==> src/rtl/adder_axi_pkg.sv <==
// Shared definitions for the adder AXI4-Lite initiator.
// Contents: FSM state type, adder peripheral register offsets, AXI response codes and a helper
// that classifies a response as an error.
package adder_axi_pkg;

    typedef enum logic [3:0] {
        StIdle,
        StWaReq,
        StWaRsp,
        StWbReq,
        StWbRsp,
        StRsReq,
        StRsRsp,
        StRoReq,
        StRoRsp,
        StDone
    } state_e;

    localparam logic [7:0] OFS_OP_A = 8'h00;
    localparam logic [7:0] OFS_OP_B = 8'h04;
    localparam logic [7:0] OFS_SUM  = 8'h08;
    localparam logic [7:0] OFS_OVF  = 8'h0C;

    localparam logic [1:0] RESP_OKAY   = 2'b00;
    localparam logic [1:0] RESP_EXOKAY = 2'b01;
    localparam logic [1:0] RESP_SLVERR = 2'b10;
    localparam logic [1:0] RESP_DECERR = 2'b11;

    // OKAY and EXOKAY are both success; only SLVERR/DECERR flag an error.
    function automatic logic resp_is_err(input logic [1:0] resp);
        return (resp == RESP_SLVERR) || (resp == RESP_DECERR);
    endfunction

endpackage

==> src/rtl/adder_axi_wdog.sv <==
// Watchdog counter for one channel wait of the adder AXI initiator.
// Ports:
//   clk     clock
//   rst     synchronous active-high reset
//   clr     restart the count (state change)
//   en      count this cycle (FSM is waiting on a channel)
//   expire  high in the LIMIT-th consecutive enabled cycle
module adder_axi_wdog #(
    parameter int unsigned LIMIT = 256
) (
    input  logic clk,
    input  logic rst,
    input  logic clr,
    input  logic en,
    output logic expire
);

    localparam int unsigned CW = $clog2(LIMIT + 1);

    logic [CW-1:0] count_q;

    assign expire = en && (count_q == CW'(LIMIT - 1));

    always_ff @(posedge clk) begin
        if (rst || clr) begin
            count_q <= '0;
        end else if (en && !expire) begin
            count_q <= count_q + CW'(1);
        end
    end

endmodule

==> src/rtl/adder_axi_master.sv <==
// AXI4-Lite initiator for the memory-mapped adder peripheral.
// Writes operand A (BASE+0x00) and operand B (BASE+0x04), reads the sum (BASE+0x08) and the
// overflow flag (BASE+0x0C), then reports them on a start/done command port. One outstanding
// transaction at a time.
// Ports:
//   m1_axi_aclk / m1_axi_areset  clock, synchronous active-high reset
//   start, op_a, op_b            command; sampled only in idle
//   busy, done                   operation in progress / one-cycle completion pulse
//   sum, overflow, err           results, held until the next done; err valid with done
//   m1_axi_aw*, w*, b*, ar*, r*  AXI4-Lite master channels
// Build option: define ADDER_MASTER_TIMEOUT_EN to add a per-wait watchdog (TIMEOUT_CYCLES) that
// abandons a stalled channel, sets err and finishes without updating sum/overflow.
module adder_axi_master
    import adder_axi_pkg::*;
#(
    parameter int unsigned               DATA_WIDTH     = 32,
    parameter int unsigned               ADDR_WIDTH     = 8,
    parameter logic [ADDR_WIDTH-1:0]     BASE_ADDR      = '0,
    parameter int unsigned               TIMEOUT_CYCLES = 256
) (
    input  logic                    m1_axi_aclk,
    input  logic                    m1_axi_areset,
    input  logic                    start,
    input  logic [DATA_WIDTH-1:0]   op_a,
    input  logic [DATA_WIDTH-1:0]   op_b,
    output logic                    busy,
    output logic                    done,
    output logic [DATA_WIDTH-1:0]   sum,
    output logic                    overflow,
    output logic                    err,
    output logic [ADDR_WIDTH-1:0]   m1_axi_awaddr,
    output logic                    m1_axi_awvalid,
    input  logic                    m1_axi_awready,
    output logic [DATA_WIDTH-1:0]   m1_axi_wdata,
    output logic [DATA_WIDTH/8-1:0] m1_axi_wstrb,
    output logic                    m1_axi_wvalid,
    input  logic                    m1_axi_wready,
    input  logic [1:0]              m1_axi_bresp,
    input  logic                    m1_axi_bvalid,
    output logic                    m1_axi_bready,
    output logic [ADDR_WIDTH-1:0]   m1_axi_araddr,
    output logic                    m1_axi_arvalid,
    input  logic                    m1_axi_arready,
    input  logic [DATA_WIDTH-1:0]   m1_axi_rdata,
    input  logic [1:0]              m1_axi_rresp,
    input  logic                    m1_axi_rvalid,
    output logic                    m1_axi_rready
);

    localparam logic [ADDR_WIDTH-1:0] ADDR_OP_A = BASE_ADDR + ADDR_WIDTH'(OFS_OP_A);
    localparam logic [ADDR_WIDTH-1:0] ADDR_OP_B = BASE_ADDR + ADDR_WIDTH'(OFS_OP_B);
    localparam logic [ADDR_WIDTH-1:0] ADDR_SUM  = BASE_ADDR + ADDR_WIDTH'(OFS_SUM);
    localparam logic [ADDR_WIDTH-1:0] ADDR_OVF  = BASE_ADDR + ADDR_WIDTH'(OFS_OVF);

    state_e                  state_q, state_d;
    logic                    aw_done_q, aw_done_d;
    logic                    w_done_q, w_done_d;
    logic [ADDR_WIDTH-1:0]   awaddr_q, awaddr_d;
    logic [ADDR_WIDTH-1:0]   araddr_q, araddr_d;
    logic [DATA_WIDTH-1:0]   wdata_q, wdata_d;
    logic [DATA_WIDTH-1:0]   op_b_q, op_b_d;
    logic [DATA_WIDTH-1:0]   sum_sh_q, sum_sh_d;
    logic [DATA_WIDTH-1:0]   sum_q, sum_d;
    logic                    ovf_q, ovf_d;
    logic                    err_q, err_d;
    logic                    is_wreq;
    logic                    timeout;

    // Channel controls decode straight from registered state, so they are glitch-free.
    assign is_wreq        = (state_q == StWaReq) || (state_q == StWbReq);
    assign m1_axi_awvalid = is_wreq && !aw_done_q;
    assign m1_axi_wvalid  = is_wreq && !w_done_q;
    assign m1_axi_bready  = (state_q == StWaRsp) || (state_q == StWbRsp);
    assign m1_axi_arvalid = (state_q == StRsReq) || (state_q == StRoReq);
    assign m1_axi_rready  = (state_q == StRsRsp) || (state_q == StRoRsp);
    assign m1_axi_awaddr  = awaddr_q;
    assign m1_axi_araddr  = araddr_q;
    assign m1_axi_wdata   = wdata_q;
    assign m1_axi_wstrb   = '1;

    assign busy     = (state_q != StIdle) && (state_q != StDone);
    assign done     = (state_q == StDone);
    assign sum      = sum_q;
    assign overflow = ovf_q;
    assign err      = err_q;

`ifdef ADDER_MASTER_TIMEOUT_EN
    logic wdog_en;
    logic wdog_clr;

    assign wdog_en  = (state_q != StIdle) && (state_q != StDone);
    assign wdog_clr = (state_d != state_q);

    adder_axi_wdog #(
        .LIMIT (TIMEOUT_CYCLES)
    ) u_wdog (
        .clk    (m1_axi_aclk),
        .rst    (m1_axi_areset),
        .clr    (wdog_clr),
        .en     (wdog_en),
        .expire (timeout)
    );
`else
    // Watchdog absent: TIMEOUT_CYCLES has no effect in this build.
    assign timeout = 1'b0 & (TIMEOUT_CYCLES == 0);
`endif

    always_comb begin
        state_d   = state_q;
        aw_done_d = aw_done_q;
        w_done_d  = w_done_q;
        awaddr_d  = awaddr_q;
        araddr_d  = araddr_q;
        wdata_d   = wdata_q;
        op_b_d    = op_b_q;
        sum_sh_d  = sum_sh_q;
        sum_d     = sum_q;
        ovf_d     = ovf_q;
        err_d     = err_q;

        unique case (state_q)
            StIdle: begin
                if (start) begin
                    state_d   = StWaReq;
                    awaddr_d  = ADDR_OP_A;
                    wdata_d   = op_a;
                    op_b_d    = op_b;
                    err_d     = 1'b0;
                    aw_done_d = 1'b0;
                    w_done_d  = 1'b0;
                end
            end
            StWaReq, StWbReq: begin
                // AW and W complete independently; leave once both have handshaken.
                if (m1_axi_awvalid && m1_axi_awready) aw_done_d = 1'b1;
                if (m1_axi_wvalid && m1_axi_wready)   w_done_d  = 1'b1;
                if (aw_done_d && w_done_d) begin
                    state_d   = (state_q == StWaReq) ? StWaRsp : StWbRsp;
                    aw_done_d = 1'b0;
                    w_done_d  = 1'b0;
                end
            end
            StWaRsp: begin
                if (m1_axi_bvalid) begin
                    err_d    = err_q | resp_is_err(m1_axi_bresp);
                    state_d  = StWbReq;
                    awaddr_d = ADDR_OP_B;
                    wdata_d  = op_b_q;
                end
            end
            StWbRsp: begin
                if (m1_axi_bvalid) begin
                    err_d    = err_q | resp_is_err(m1_axi_bresp);
                    state_d  = StRsReq;
                    araddr_d = ADDR_SUM;
                end
            end
            StRsReq: begin
                if (m1_axi_arready) state_d = StRsRsp;
            end
            StRsRsp: begin
                if (m1_axi_rvalid) begin
                    sum_sh_d = m1_axi_rdata;
                    err_d    = err_q | resp_is_err(m1_axi_rresp);
                    state_d  = StRoReq;
                    araddr_d = ADDR_OVF;
                end
            end
            StRoReq: begin
                if (m1_axi_arready) state_d = StRoRsp;
            end
            StRoRsp: begin
                // Results become visible in the same cycle as done.
                if (m1_axi_rvalid) begin
                    sum_d   = sum_sh_q;
                    ovf_d   = m1_axi_rdata[0];
                    err_d   = err_q | resp_is_err(m1_axi_rresp);
                    state_d = StDone;
                end
            end
            StDone: begin
                state_d = StIdle;
            end
            default: begin
                state_d = StIdle;
            end
        endcase

        // A stalled channel is abandoned; previous results are kept.
        if (timeout) begin
            state_d   = StDone;
            err_d     = 1'b1;
            aw_done_d = 1'b0;
            w_done_d  = 1'b0;
            sum_d     = sum_q;
            ovf_d     = ovf_q;
        end
    end

    always_ff @(posedge m1_axi_aclk) begin
        if (m1_axi_areset) begin
            state_q   <= StIdle;
            aw_done_q <= 1'b0;
            w_done_q  <= 1'b0;
            awaddr_q  <= '0;
            araddr_q  <= '0;
            wdata_q   <= '0;
            op_b_q    <= '0;
            sum_sh_q  <= '0;
            sum_q     <= '0;
            ovf_q     <= 1'b0;
            err_q     <= 1'b0;
        end else begin
            state_q   <= state_d;
            aw_done_q <= aw_done_d;
            w_done_q  <= w_done_d;
            awaddr_q  <= awaddr_d;
            araddr_q  <= araddr_d;
            wdata_q   <= wdata_d;
            op_b_q    <= op_b_d;
            sum_sh_q  <= sum_sh_d;
            sum_q     <= sum_d;
            ovf_q     <= ovf_d;
            err_q     <= err_d;
        end
    end

endmodule

==> config.mk <==
export PLATFORM = sky130hd
export DESIGN_NAME = adder_axi_master
export DESIGN_NICKNAME = d
export VERILOG_FILES = /design/src/rtl/adder_axi_pkg.sv /design/src/rtl/adder_axi_wdog.sv /design/src/rtl/adder_axi_master.sv
export SDC_FILE = /design/constraint.sdc
export NUM_CORES = 1
export LEC_CHECK = 0
export ABC_AREA = 1
export ABC_CLOCK_PERIOD_IN_PS = 3400
export CORE_MARGIN = 4
export CORE_UTILIZATION = 49
export DETAILED_ROUTE_END_ITERATION = 8
export PLACE_DENSITY = 0.86
export SYNTH_ARGS = -nofsm -noshare
export SYNTH_HDL_FRONTEND = slang
export SYNTH_SLANG_ARGS = --single-unit
==> constraint.sdc <==
create_clock -name m1_axi_aclk -period 3.4 [get_ports m1_axi_aclk]
set_input_delay 0.68 -clock m1_axi_aclk [delete_from_list [all_inputs] [get_ports m1_axi_aclk]]
set_output_delay 0.68 -clock m1_axi_aclk [all_outputs]
set_load 0.03 [all_outputs]
# [After elaboration in Yosys (flattened, before gate mapping)]
# Index checks and enable logic that the tools add are counted.
[totals] ff_bits=152 latchBits=0 ram_bits=0 rom_bits=0 inputBits=108 out_inout_bits=93 elab_cells=99 mem_count=0
[classes] add_sub_neg=0 mul=0 n_div=0 magnitude_cmp=0 eq_ne=24 shift=0 mux=31 bitwise_logic=2 n_reduce_logical=31
[ops] cell="$mux 32" n=2
[ops] cell="$pmux 32 s2" n=1
[ops] cell="$mux 4" n=8
[ops] cell="$mux 8" n=4
[ops] cell="$pmux 4 s8" n=1
[ops] cell="$pmux 8 s2" n=2
[ops] cell="$eq 4x3->1 const B" n=4
[ops] cell="$ne 2x2->1 const B" n=8
[ops] cell="$mux 1" n=9
[ops] cell="$eq 2x2->1 const B" n=4
[ops] cell="$eq 4x2->1 const B" n=2
[ops] cell="$eq 4x4->1 const B" n=2
[ops] cell="$reduce_and 2->1" n=4
[ops] cell="$reduce_and 8->1" n=1
[ops] cell="$logic_and 1x1->1" n=6
[ops] cell="$logic_or 1x1->1" n=6
[ops] cell="$reduce_and 3->1" n=2
[ops] cell="$reduce_bool 2->1" n=3
[ops] cell="$reduce_or 2->1" n=3
[ops] cell="$eq 4x1->1 const B" n=1
[ops] cell="$logic_not 4->1" n=1
[ops] cell="$ne 2x1->1 const B" n=2
[ops] cell="$ne 4x4->1 const B" n=1
[ops] cell="$pmux 1 s2" n=2
[ops] cell="other kinds (7)" n=9

# [Longest topological paths before layout]
[logic_depth] word_depth=9 ltp_mapped=11 depth_no_buf=10

# [Worst setup path after synthesis]
# No wires, ideal clock.
[synth_timing] path_type="register to output" start="reg state_q[0]" end="out busy" arrival_ns=1.741 setup_slack_ns=0.979 path_stages_with_launch=7 n_path_buf=1 cell_sequence="dfxtp_1 buf_6 inv_1 nor2_1 inv_1 nor3_1 nor2_1"
[synth_between] elab_chain_len=2 word_cells_on_any_way=3 classes_between="eq/ne: 1; reduce/logical: 2"
[synth_lines] item="start: declaration" line="adder_axi_master.sv:55" rtl="state_e state_q, state_d;"
[synth_lines] item="start signal: assignment" line="adder_axi_master.sv:202" rtl="state_q <= StIdle;"
[synth_lines] item="start signal: assignment" line="adder_axi_master.sv:214" rtl="state_q <= state_d;"
[synth_lines] item="$ne 4x4->1 / $reduce_bool 4->1 (equally long branches)" line="adder_axi_master.sv:81" rtl="assign busy = (state_q != StIdle) && (state_q != StDone);"
[synth_lines] item="$logic_and 1x1->1 *" line="adder_axi_master.sv:81"
[synth_lines] item="end: declaration" line="adder_axi_master.sv:26" rtl="output logic busy,"
# Mark *: on every way between the ends. The rest lies on a longest branch, timed or not.

# [Worst setup path in the final report]
[layout_timing] start="reg state_q[0]" end="out done"
[layout_between] elab_chain_len=1
[layout_lines] item="$eq 4x4->1" line="adder_axi_master.sv:82" rtl="assign done = (state_q == StDone);"
[layout_lines] item="end: declaration" line="adder_axi_master.sv:27" rtl="output logic done,"
# No other way between the ends.

==> run summary <==
status: complete, no violations
Compound-Gate Fraction of Synth Area: 16.1%
xor/xnor share of the synthesized area: 0%
I/O Pins: 201
Max stage delay on crit path: 0.73 ns
antenna violations before repair: 0
Die Area: 13400 um2
nets@finish: 1010
number of CTS-inserted buffers: 17
Die Wd: 116 um
Synth Cell Area: 5700 um2
pins over their slew limit: 0
critical path arrival: 2.37 ns
chip height: 116 um
first-pass GRT wire length: 26.2 mm
vias in the first global route: 5295
worst-case clock buffer depth: 2
Worst Path Required: 2.72 ns
Wirelength per Cell: 15.5 um
Adder-Cell Fraction of Synth Area: 0%
Reg area: 2780 um2
cts hold-fix bufs: 0
Post-synth EDFFs: 0
Mean Syn Cell Area: 7.55 um2
Setup Skew: 0.00556 ns
CP max stage cell: clkdlybuf4s50_1
Hold WC Path Type: flip-flop to flip-flop
clock slew at reported path FFs: 0.06 ns
Gate Count Post-Synth: 754
Post-Route WL: 16.4 mm
TritonRoute pass-1 iters: 5
# fillers: 930
Synth area leaders: dfxtp_1 49%, nand3_1 13%, nand2_1 11%
Initial Utilization: 49.9%
dpl ws: 0.784 ns
Primary FF master, synth: dfxtp_1
Final Hold Fails: 0
PnR worst setup slack: 0.352 ns
placed insts: 1026
max_cap viols: 0
post-detail-place hpwl: 10.5 mm
flops & latches, synth: 139
CP endpoint kind: output port
root buffer selected by CTS: clkbuf_16
post-cts resize count: 0
Async S/R FF share, synth: 0%
CP Cell Sequence: inv_1 > nor2_1 > inv_1 > nor3_1 > clkdlybuf4s50_1
fin crit share: 89.6%
Non-Filler Instances: 1058
Via-to-Cell Ratio: 5.40
diode count: 0
main combinational cell family by area after synthesis: simple AND/OR/NAND/NOR gates
crit-path max FO: 9
Total GRT Usage: 24.7%
fmax: 328 MHz
min cycle time layout: 3.05 ns
Max H-tree Level: 4
via count: 5717
DRC: 0
Critical Path Source Type: flip-flop
worst rel slew slack: 59.6%
total power: 6.02 mW
Multi-input gate area: 2480 um2
Fin Setup TNS: 0 ns
Worst Tran Pin Value: 0.606 ns
core footprint: 11400 um2
Worst VDD drop: 0.516 mV
largest area contributor in the netlist: dfxtp_1
area grow syn2layout: 40.8%
hold slack final: 0.461 ns
CTS sink cnt: 139
post-synthesis simple-gate area fraction: 26.3%
RSZ-0062 raised after global routing: false
Yosys top cell area share: 48.9%
DRT iter0 DRCs: 496
Final Wtd Congestion: 0.841
Leakage: 2.93 nW
Setup Viol. Count Final: 0
setup bufs post-CTS: 0
warnings from Yosys: 0
CTS tree: built
Rows: 39
mux contribution to synthesized area: 0%
Critical Setup Path Class: flip-flop to output port
most common cell in the netlist: nand2_1
most instantiated cells after synthesis: 161 x nand2_1, 143 x nand3_1, 139 x dfxtp_1
Skew-Pair Late Insertion Delay: 0.42 ns
part of the Yosys area used for sequential elements: 48.9%
Final ANT Viol Nets: 0
most used cell, CP: inv_1
pin count of the biggest net entering global routing: 66
total grt overflow: 0
pwr dens: 751 nW/um2
# port buffers: 181
Netlist cell types: 23
share of layout cells above drive strength 1: 6.01%
-- registers in the layout (all words and copies together), names as in the netlist --
name and flops:
sum 32, overflow 1, w_done_q 1, op_b_q 32, m1_axi_araddr 2, err 1
m1_axi_awaddr 1, aw_done_q 1, m1_axi_wdata 32, state_q 4, sum_sh_q 32
-- cell families (layout without fill, tap and decap cells) --
kind of cell / count (synthesis) / in the layout
AOI/OAI and AO/OA: 175 / 175
and+or+nand+nor: 338 / 338
buffers and inverters: 100 / 246
DFF: 139 / 139
other: 2 / 17
-- final timing paths --
path                                 start               to  slack (ns)  cells past startpoint
worst min register to register  op_b_q[24]       op_b_q[24]        0.46                      2
worst min-delay path            op_b_q[24]       op_b_q[24]        0.46                      2
worst max-delay path            state_q[0]             done        0.35                      5
worst max register to register  state_q[0]  m1_axi_wdata[3]        0.75                      9
-- metrics by stage --
| stage | util, % | instance area (um2) |
|---|---|---|
| floorplan | - | 5750 |
| global placement | 65.0 | 7420 |
| CTS | 70.2 | 8020 |
| finish | 70.2 | 8020 |
| detailed placement | 65.0 | 7420 |
| global route | 70.2 | 8020 |
-- worst max-delay path: cells and delay by family, from the launching register on --
kind,cells,cell delay [ns]
buf+inv,3,0.95
simple gates,2,0.42
flops,1,0.58
-- layout by cell type (no fill, tap or decap) --
| master | n |
|---|---|
| clkinv_4 | 2 |
| nand2_2 | 2 |
| a31oi_1 | 33 |
| clkbuf_1 | 1 |
| clkinvlp_4 | 3 |
| nand4_1 | 2 |
| nand3_1 | 143 |
| clkbuf_8 | 4 |
| nor3_1 | 1 |
| buf_4 | 15 |
| inv_1 | 19 |
| o21ai_1 | 20 |
| conb_1 | 17 |
| dfxtp_1 | 139 |
| a21oi_1 | 102 |
| nor2_2 | 2 |
| clkinv_1 | 1 |
| o21bai_1 | 1 |
| nor2_4 | 3 |
| nor2_1 | 22 |
| nand2_4 | 1 |
| o21ai_0 | 19 |
| nand3b_1 | 1 |
| buf_2 | 1 |
| nand2_1 | 161 |
| clkinv_2 | 3 |
| bufinv_16 | 2 |
| clkdlybuf4s50_1 | 178 |
| clkbuf_16 | 17 |
-- where the power goes --
group / total [mW] / internal, mW / switching [mW]
logic: 2.10 / 0.750 / 1.35
clock network: 1.85 / 1.16 / 0.698
registers: 2.07 / 1.90 / 0.165
-- layer usage --
| layer | global-route usage [%] | up-vias | routed length, um |
|---|---|---|---|
| li1 | - | 2830 | - |
| met1 | 31.4 | 2623 | 6900 |
| met2 | 38.4 | 233 | 7540 |
| met3 | 8.36 | 31 | 1550 |
| met4 | 10.3 | 0 | 399 |
| met5 | 0 | - | 0 |
-- cell type report --
cell class / instances / share of cell area [%]
flip-flops and latches: 139 / 34.7
clock inverters: 10 / 1.44
multi-input cells: 530 / 31.0
repair buffers: 194 / 23.7
well taps: 143 / 2.23
clock buffers: 22 / 6.04
inverters: 20 / 0.936
Note: power is estimated with default switching activity, not from simulation.
